$ cat config.mk
export PLATFORM = sky130hd
export DESIGN_NAME = mlp_layer_sequencer
export DESIGN_NICKNAME = d
export VERILOG_FILES = /design/src/rtl/mlp_layer_sequencer.sv
export SDC_FILE = /design/constraint.sdc
export NUM_CORES = 1
export LEC_CHECK = 0
export ABC_CLOCK_PERIOD_IN_PS = 2500
export CAP_MARGIN = 20
export CORE_ASPECT_RATIO = 0.7
export CORE_MARGIN = 3
export CORE_UTILIZATION = 25
export DETAILED_ROUTE_END_ITERATION = 6
export HOLD_SLACK_MARGIN = 0.03
export PLACE_DENSITY = 0.55
export SLEW_MARGIN = 10
export SYNTH_ARGS = -nofsm -noshare
export SYNTH_HDL_FRONTEND = slang
export SYNTH_SLANG_ARGS = --single-unit
$ cat constraint.sdc
create_clock -name clk -period 2.5 [get_ports clk]
set_clock_uncertainty 0.2 [all_clocks]
set_input_delay 0.25 -clock clk [delete_from_list [all_inputs] [get_ports clk]]
set_output_delay 0.25 -clock clk [all_outputs]
set_load 0.05 [all_outputs]
$ cat src/rtl/mlp_layer_sequencer.sv
// Sequences one shared dense engine through the MLP layers for a single frame,
// then runs softmax and holds the result until the consumer takes it.
module mlp_layer_sequencer #(
  parameter int NUM_LAYERS  = 4,
  parameter int LAYER_W     = 2,
  parameter int TIMEOUT_CYC = 255,
  parameter int TMR_W       = 8,
  parameter int CNT_W       = 16
) (
  input  logic               clk,
  input  logic               reset_n,
  input  logic               in_valid,
  output logic               in_ready,
  output logic               in_capture,
  output logic               eng_start,
  output logic [LAYER_W-1:0] eng_layer,
  output logic               eng_src_sel,
  output logic               relu_en,
  input  logic               eng_done,
  output logic               smax_start,
  input  logic               smax_done,
  output logic               out_valid,
  input  logic               out_ready,
  input  logic               clr_err,
  output logic               busy,
  output logic               timeout_err,
  output logic [CNT_W-1:0]   frame_cnt,
  output logic [2:0]         state_dbg
);

  // Handshakes: a transfer happens on a rising edge where valid and ready are
  // both high; valid never depends on ready, and the source holds its data
  // until the transfer.

  typedef enum logic [2:0] {
    S_IDLE  = 3'd0,
    S_START = 3'd1,
    S_WAIT  = 3'd2,
    S_SMAX  = 3'd3,
    S_HOLD  = 3'd4,
    S_ERR   = 3'd5
  } state_t;

  localparam logic [LAYER_W-1:0] LAST_LAYER = LAYER_W'(NUM_LAYERS - 1);
  localparam logic [TMR_W-1:0]   TMO        = TMR_W'(TIMEOUT_CYC);

  state_t             state_q, state_d;
  logic [LAYER_W-1:0] layer_q, layer_d;
  logic [TMR_W-1:0]   timer_q, timer_d, timer_inc;
  logic [CNT_W-1:0]   cnt_q, cnt_d;
  logic               eng_active_d;

  // The timer holds the cycles elapsed since the last start pulse; a timeout
  // fires on the edge that would bring it to TIMEOUT_CYC without a done.
  assign timer_inc = timer_q + TMR_W'(1);

  always_comb begin
    state_d = state_q;
    layer_d = layer_q;
    timer_d = timer_q;
    cnt_d   = cnt_q;
    case (state_q)
      S_IDLE: begin
        if (in_valid) begin
          state_d = S_START;
          layer_d = '0;
          timer_d = '0;
        end
      end
      S_START: begin
        state_d = S_WAIT;
        timer_d = timer_inc;
      end
      S_WAIT: begin
        if (eng_done) begin
          timer_d = '0;
          if (layer_q == LAST_LAYER) begin
            state_d = S_SMAX;
          end else begin
            layer_d = layer_q + LAYER_W'(1);
            state_d = S_START;
          end
        end else if (timer_inc == TMO) begin
          state_d = S_ERR;
        end else begin
          timer_d = timer_inc;
        end
      end
      S_SMAX: begin
        if (smax_done) begin
          state_d = S_HOLD;
        end else if (timer_inc == TMO) begin
          state_d = S_ERR;
        end else begin
          timer_d = timer_inc;
        end
      end
      S_HOLD: begin
        if (out_ready) begin
          cnt_d   = cnt_q + CNT_W'(1);
          state_d = S_IDLE;
        end
      end
      S_ERR: begin
        if (clr_err) begin
          state_d = S_IDLE;
          layer_d = '0;
        end
      end
      default: state_d = S_IDLE;
    endcase
  end

  assign eng_active_d = (state_d == S_START) || (state_d == S_WAIT);

  // Outputs are registered from the next-state values so every output is a
  // clean flop and the layer selects stay fixed for the whole layer.
  always_ff @(posedge clk or negedge reset_n) begin
    if (!reset_n) begin
      state_q     <= S_IDLE;
      layer_q     <= '0;
      timer_q     <= '0;
      cnt_q       <= '0;
      in_ready    <= 1'b1;
      in_capture  <= 1'b0;
      eng_start   <= 1'b0;
      eng_layer   <= '0;
      eng_src_sel <= 1'b0;
      relu_en     <= 1'b0;
      smax_start  <= 1'b0;
      out_valid   <= 1'b0;
      busy        <= 1'b0;
      timeout_err <= 1'b0;
    end else begin
      state_q     <= state_d;
      layer_q     <= layer_d;
      timer_q     <= timer_d;
      cnt_q       <= cnt_d;
      in_ready    <= (state_d == S_IDLE);
      in_capture  <= (state_q == S_IDLE) && (state_d == S_START);
      eng_start   <= (state_d == S_START);
      eng_layer   <= eng_active_d ? layer_d : '0;
      eng_src_sel <= eng_active_d && (layer_d != '0);
      relu_en     <= eng_active_d && (layer_d != LAST_LAYER);
      smax_start  <= (state_q == S_WAIT) && (state_d == S_SMAX);
      out_valid   <= (state_d == S_HOLD);
      busy        <= (state_d != S_IDLE);
      timeout_err <= (state_d == S_ERR);
    end
  end

  assign frame_cnt = cnt_q;
  assign state_dbg = state_q;

endmodule
==> summary.md <==
| Metric | Value |
|---|---|
| Status | `completed` |
| Sequential fraction of the synthesis area | `roughly 53%` |
| Number of antenna violations at the first check in global routing | `0` |
| H-Tree Level Count | `2` |
| Diodes inserted | `0` |
| Total track usage | `11.2%` |
| Clock latency at the later pin of the worst-skew pair | `290 ps` |
| Yosys warning total | `0` |
| Final setup fails | `0` |
| CTS tree | `yes` |
| Post-Synthesis Cells | `between 150 and 200` |
| Setup tns final | `0 ps` |
| Critical path peak fanout | `14` |
| First DRT Iteration DRCs | `95` |
| Routed via count divided by cell count | `roughly 4.4` |
| Time the worst path needs with I/O delays and setup | `about 2200 ps` |
| Final weighted congestion in routability-driven placement | `roughly 0.88` |
| Signal arrival time at the worst endpoint | `around 1800 ps` |
| Final hold viol count | `0` |
| Critical path capture point type | `output pin` |
| GRT overflow | `0` |
| Layout Cell Area excl Fill | `~0.0025 sq mm` |
| Mux contribution to synthesized area | `1.12%` |
| Clock transition at the registers of the reported paths | `approximately 80 ps` |
| Total length of routed wires | `~4.5 mm` |
| Count of TritonRoute iterations in the first routing pass | `4` |
| Slowest stage delay, CP | `just over 900 ps` |
| Max-slew headroom at the worst pin | `34.0%` |
| Flip-flop and latch count after synthesis | `40` |
| Clock buffers created by TritonCTS | `5` |
| Floorplan die area | `just under 0.009 sq mm` |
| Synth Area in Compound Gates | `about an eighth` |
| Crit path kind | `register to output pin` |
| Worst path top cell family by delay | `buffers and inverters` |
| Standard cell with the maximum stage delay on the critical path | `sky130_fd_sc_hd__clkdlybuf4s50_1` |
| Register-to-register setup slack | `between 200 and 300 ps` |
| I/O pin cnt | `37` |
| Post-Synthesis Mean Instance Area | `between 10 and 15 sq um` |
| Achievable Freq | `approximately 450 MHz` |
| Setup Buffers After CTS | `0` |
| Estimated wirelength of the detail-placed design | `3.27 mm` |
| Area after DPL | `~0.0024 sq mm` |
| Setup repair after global routing missed its margin | `false` |
| Slew Limit Fails | `0` |
| Combinational family with the most area after synthesis | `simple AND/OR/NAND/NOR gates` |
| Vias in the first global route | `between 1,000 and 1,500` |
| Root buffer selected by CTS | `sky130_fd_sc_hd__clkbuf_8` |
| FFs w/ async S/R, synth | `100%` |
| Maximum number of pins on one net before global-route repair | `41` |
| Net count after synthesis | `around 200` |
| Total number of nets in the final design | `245` |
| Netlist area before placement | `approximately 0.0019 sq mm` |
| Buf/Inv on CP | `1` |
| Required time worst endpoint | `just over 2000 ps` |
| Post-route DRC violation count | `0` |
| Count of different cell masters after synthesis | `between 40 and 50` |
| Predominant post-synthesis flop cell | `sky130_fd_sc_hd__dfrtp_1` |
| Part of the cycle the worst path needs | `between 80% and 90%` |
| Max-cap violations | `0` |
| Number of nets with antenna violations after detailed routing | `0` |
| Starting Density | `between 20% and 30%` |
| Worst supply voltage drop on vdd | `0.417 mV` |
| Slew at the pin with the worst max-slew slack | `about 1000 ps` |
| Quantity of I/O buffers inserted on ports | `36` |
| Per-cell routed wire length | `13.6 um` |
| Layout cell share with drive strength beyond 1 | `a little over 10%` |
| Die width | `approximately 110 um` |
| First-pass GRT wire length | `between 7 and 8 mm` |
| Std-Cell Core Area | `0.00704 sq mm` |
| DR vias | `roughly 1,500` |
| Class of the tightest hold or removal check | `register to register` |
| Adder and majority gate portion of the synthesized area | `under 10%` |
| Leak | `about 1.1 nW` |
| P per Cell Area | `1140 mW/mm^2` |
| Resized Gates After CTS | `0` |
| Clk sinks | `40` |
| XOR/XNOR share of the synthesized area | `roughly 8.3%` |
| Basic-gate share of the synthesized area counting and, or, nand and nor cells | `roughly a fifth` |
| Cells traversed along the worst timing path | `clkdlybuf4s50_1` |
| Standard-cell rows | `25` |
| Maximum root-to-sink buffer count | `2` |
| Number of synthesized flops with an enable pin | `0` |
| Signed area change from the synthesized netlist to the final layout | `34.2%` |
| Setup crit start kind | `register` |
| Vertical die dimension | `78.8 um` |
## worst paths after layout
path,start,to,cells after the start
max,state_dbg[2],state_dbg[2],1
min,frame_cnt[15],frame_cnt[15],1
max reg2reg,timer_q[0],busy,7
min reg2reg,frame_cnt[15],frame_cnt[15],1
max in group asynchronous,reset_n,timer_q[0],2
min in group asynchronous,reset_n,timer_q[3],2
## layout by cell type, fill, tap and decap left out, types with 2 or more instances in the layout
master                            synthesis  routed
sky130_fd_sc_hd__a21oi_1                 14      14
sky130_fd_sc_hd__a31oi_1                  3       3
sky130_fd_sc_hd__and2_1                   2       2
sky130_fd_sc_hd__and4_1                   3       3
sky130_fd_sc_hd__buf_4                    1       7
sky130_fd_sc_hd__bufinv_16                0       2
sky130_fd_sc_hd__clkbuf_8                 0       5
sky130_fd_sc_hd__clkdlybuf4s50_1          0      35
sky130_fd_sc_hd__dfrtp_1                 39      39
sky130_fd_sc_hd__ha_1                     3       3
sky130_fd_sc_hd__inv_1                    7       7
sky130_fd_sc_hd__nand2_1                 15      15
sky130_fd_sc_hd__nand2b_1                 3       3
sky130_fd_sc_hd__nand3_1                 15      15
sky130_fd_sc_hd__nand4_1                  2       2
sky130_fd_sc_hd__nor2_1                  20      20
sky130_fd_sc_hd__nor2b_1                  3       3
sky130_fd_sc_hd__nor3_1                   2       2
sky130_fd_sc_hd__o21ai_0                  9       9
sky130_fd_sc_hd__o31ai_1                  3       3
sky130_fd_sc_hd__or2_2                    2       2
sky130_fd_sc_hd__xnor2_1                 15      15
sky130_fd_sc_hd__xor2_1                   3       3
## final cells by class
cell class | count | area (sq um)
Clock buffer | 6 | 72.6
Tap cell | 94 | 118
Clock inverter | 2 | 60.1
Inverter | 7 | 26.3
Timing Repair Buffer | 44 | 418
Sequential cell | 40 | 1000
Fill cell | 703 | 4500
Multi-Input combinational cell | 137 | 845
## registers in the layout, indices dropped and copies added, names as in the netlist
| register | cells |
|---|---|
| in_ready | 1 |
| eng_src_sel | 1 |
| eng_start | 1 |
| state_dbg | 3 |
| frame_cnt | 16 |
| timeout_err | 1 |
| out_valid | 1 |
| layer_q | 2 |
| timer_q | 8 |
| relu_en | 1 |
| eng_layer | 2 |
| smax_start | 1 |
| busy | 1 |
| in_capture | 1 |
## metal layers
metal	up-vias	wire length (um)	GRT usage, %	share of wire, %
li1	744	-	-	-
met1	693	2370	17.4	53
met2	26	1850	15.2	41
met3	4	197	2.36	4.4
met4	0	53	3.74	1.2
met5	-	0	0	0
## through the flow
step                cells  utilization [%]  total power, mW  hold slack (ps)  setup slack [ps]
floorplan             188                -             1.82             -246               149
global placement      321             34.1             2.29              241               241
detailed placement    321             34.1             2.29              240               187
CTS                   330             36.1             2.93              289               237
global route          330             36.1             3.12              322              75.0
finish                330             36.1             2.91              284               256
## power breakdown
group / switching (mW) / internal [mW] / total, mW
clock: 0.230 / 0.399 / 0.630
combinational: 0.857 / 0.508 / 1.36
sequential: 0.126 / 0.786 / 0.912
## kinds of logic (layout without fill, tap and decap cells)
group | count (synthesis) | after routing
multiplexers | 2 | 2
flip-flops | 40 | 40
AO/OA/AOI/OAI | 38 | 38
XOR/XNOR | 18 | 18
buffers and inverters | 11 | 59
adder cells (fa/ha/maj) | 3 | 3
AND/OR/NAND/NOR | 76 | 76
## what timing repair did
item	in CTS	in global routing
hold endpoints to repair	39	0
hold buffers	1	0
setup endpoints to repair	0	0
## cells in the mapped netlist, drive strengths merged, types with 2 or more instances
| master | instances | area (sq um) |
|---|---|---|
| nand2 | 15 | 56.3 |
| and2 | 3 | 20.0 |
| o31ai | 3 | 22.5 |
| inv | 7 | 26.3 |
| nand4 | 2 | 12.5 |
| nor3b | 2 | 20.0 |
| a31oi | 3 | 18.8 |
| ha | 3 | 37.5 |
| clkbuf | 2 | 7.51 |
| a21oi | 14 | 70.1 |
| or2 | 2 | 12.5 |
| nor2 | 20 | 75.1 |
| nor3 | 3 | 20.0 |
| o21ai | 9 | 45.0 |
| dfrtp | 39 | 976 |
| xnor2 | 15 | 131 |
| and4 | 3 | 26.3 |
| nand2b | 3 | 18.8 |
| xor2 | 3 | 26.3 |
| buf | 2 | 12.5 |
| nor2b | 3 | 18.8 |
| nand3 | 16 | 85.1 |
(Power assumes the default switching activity.)
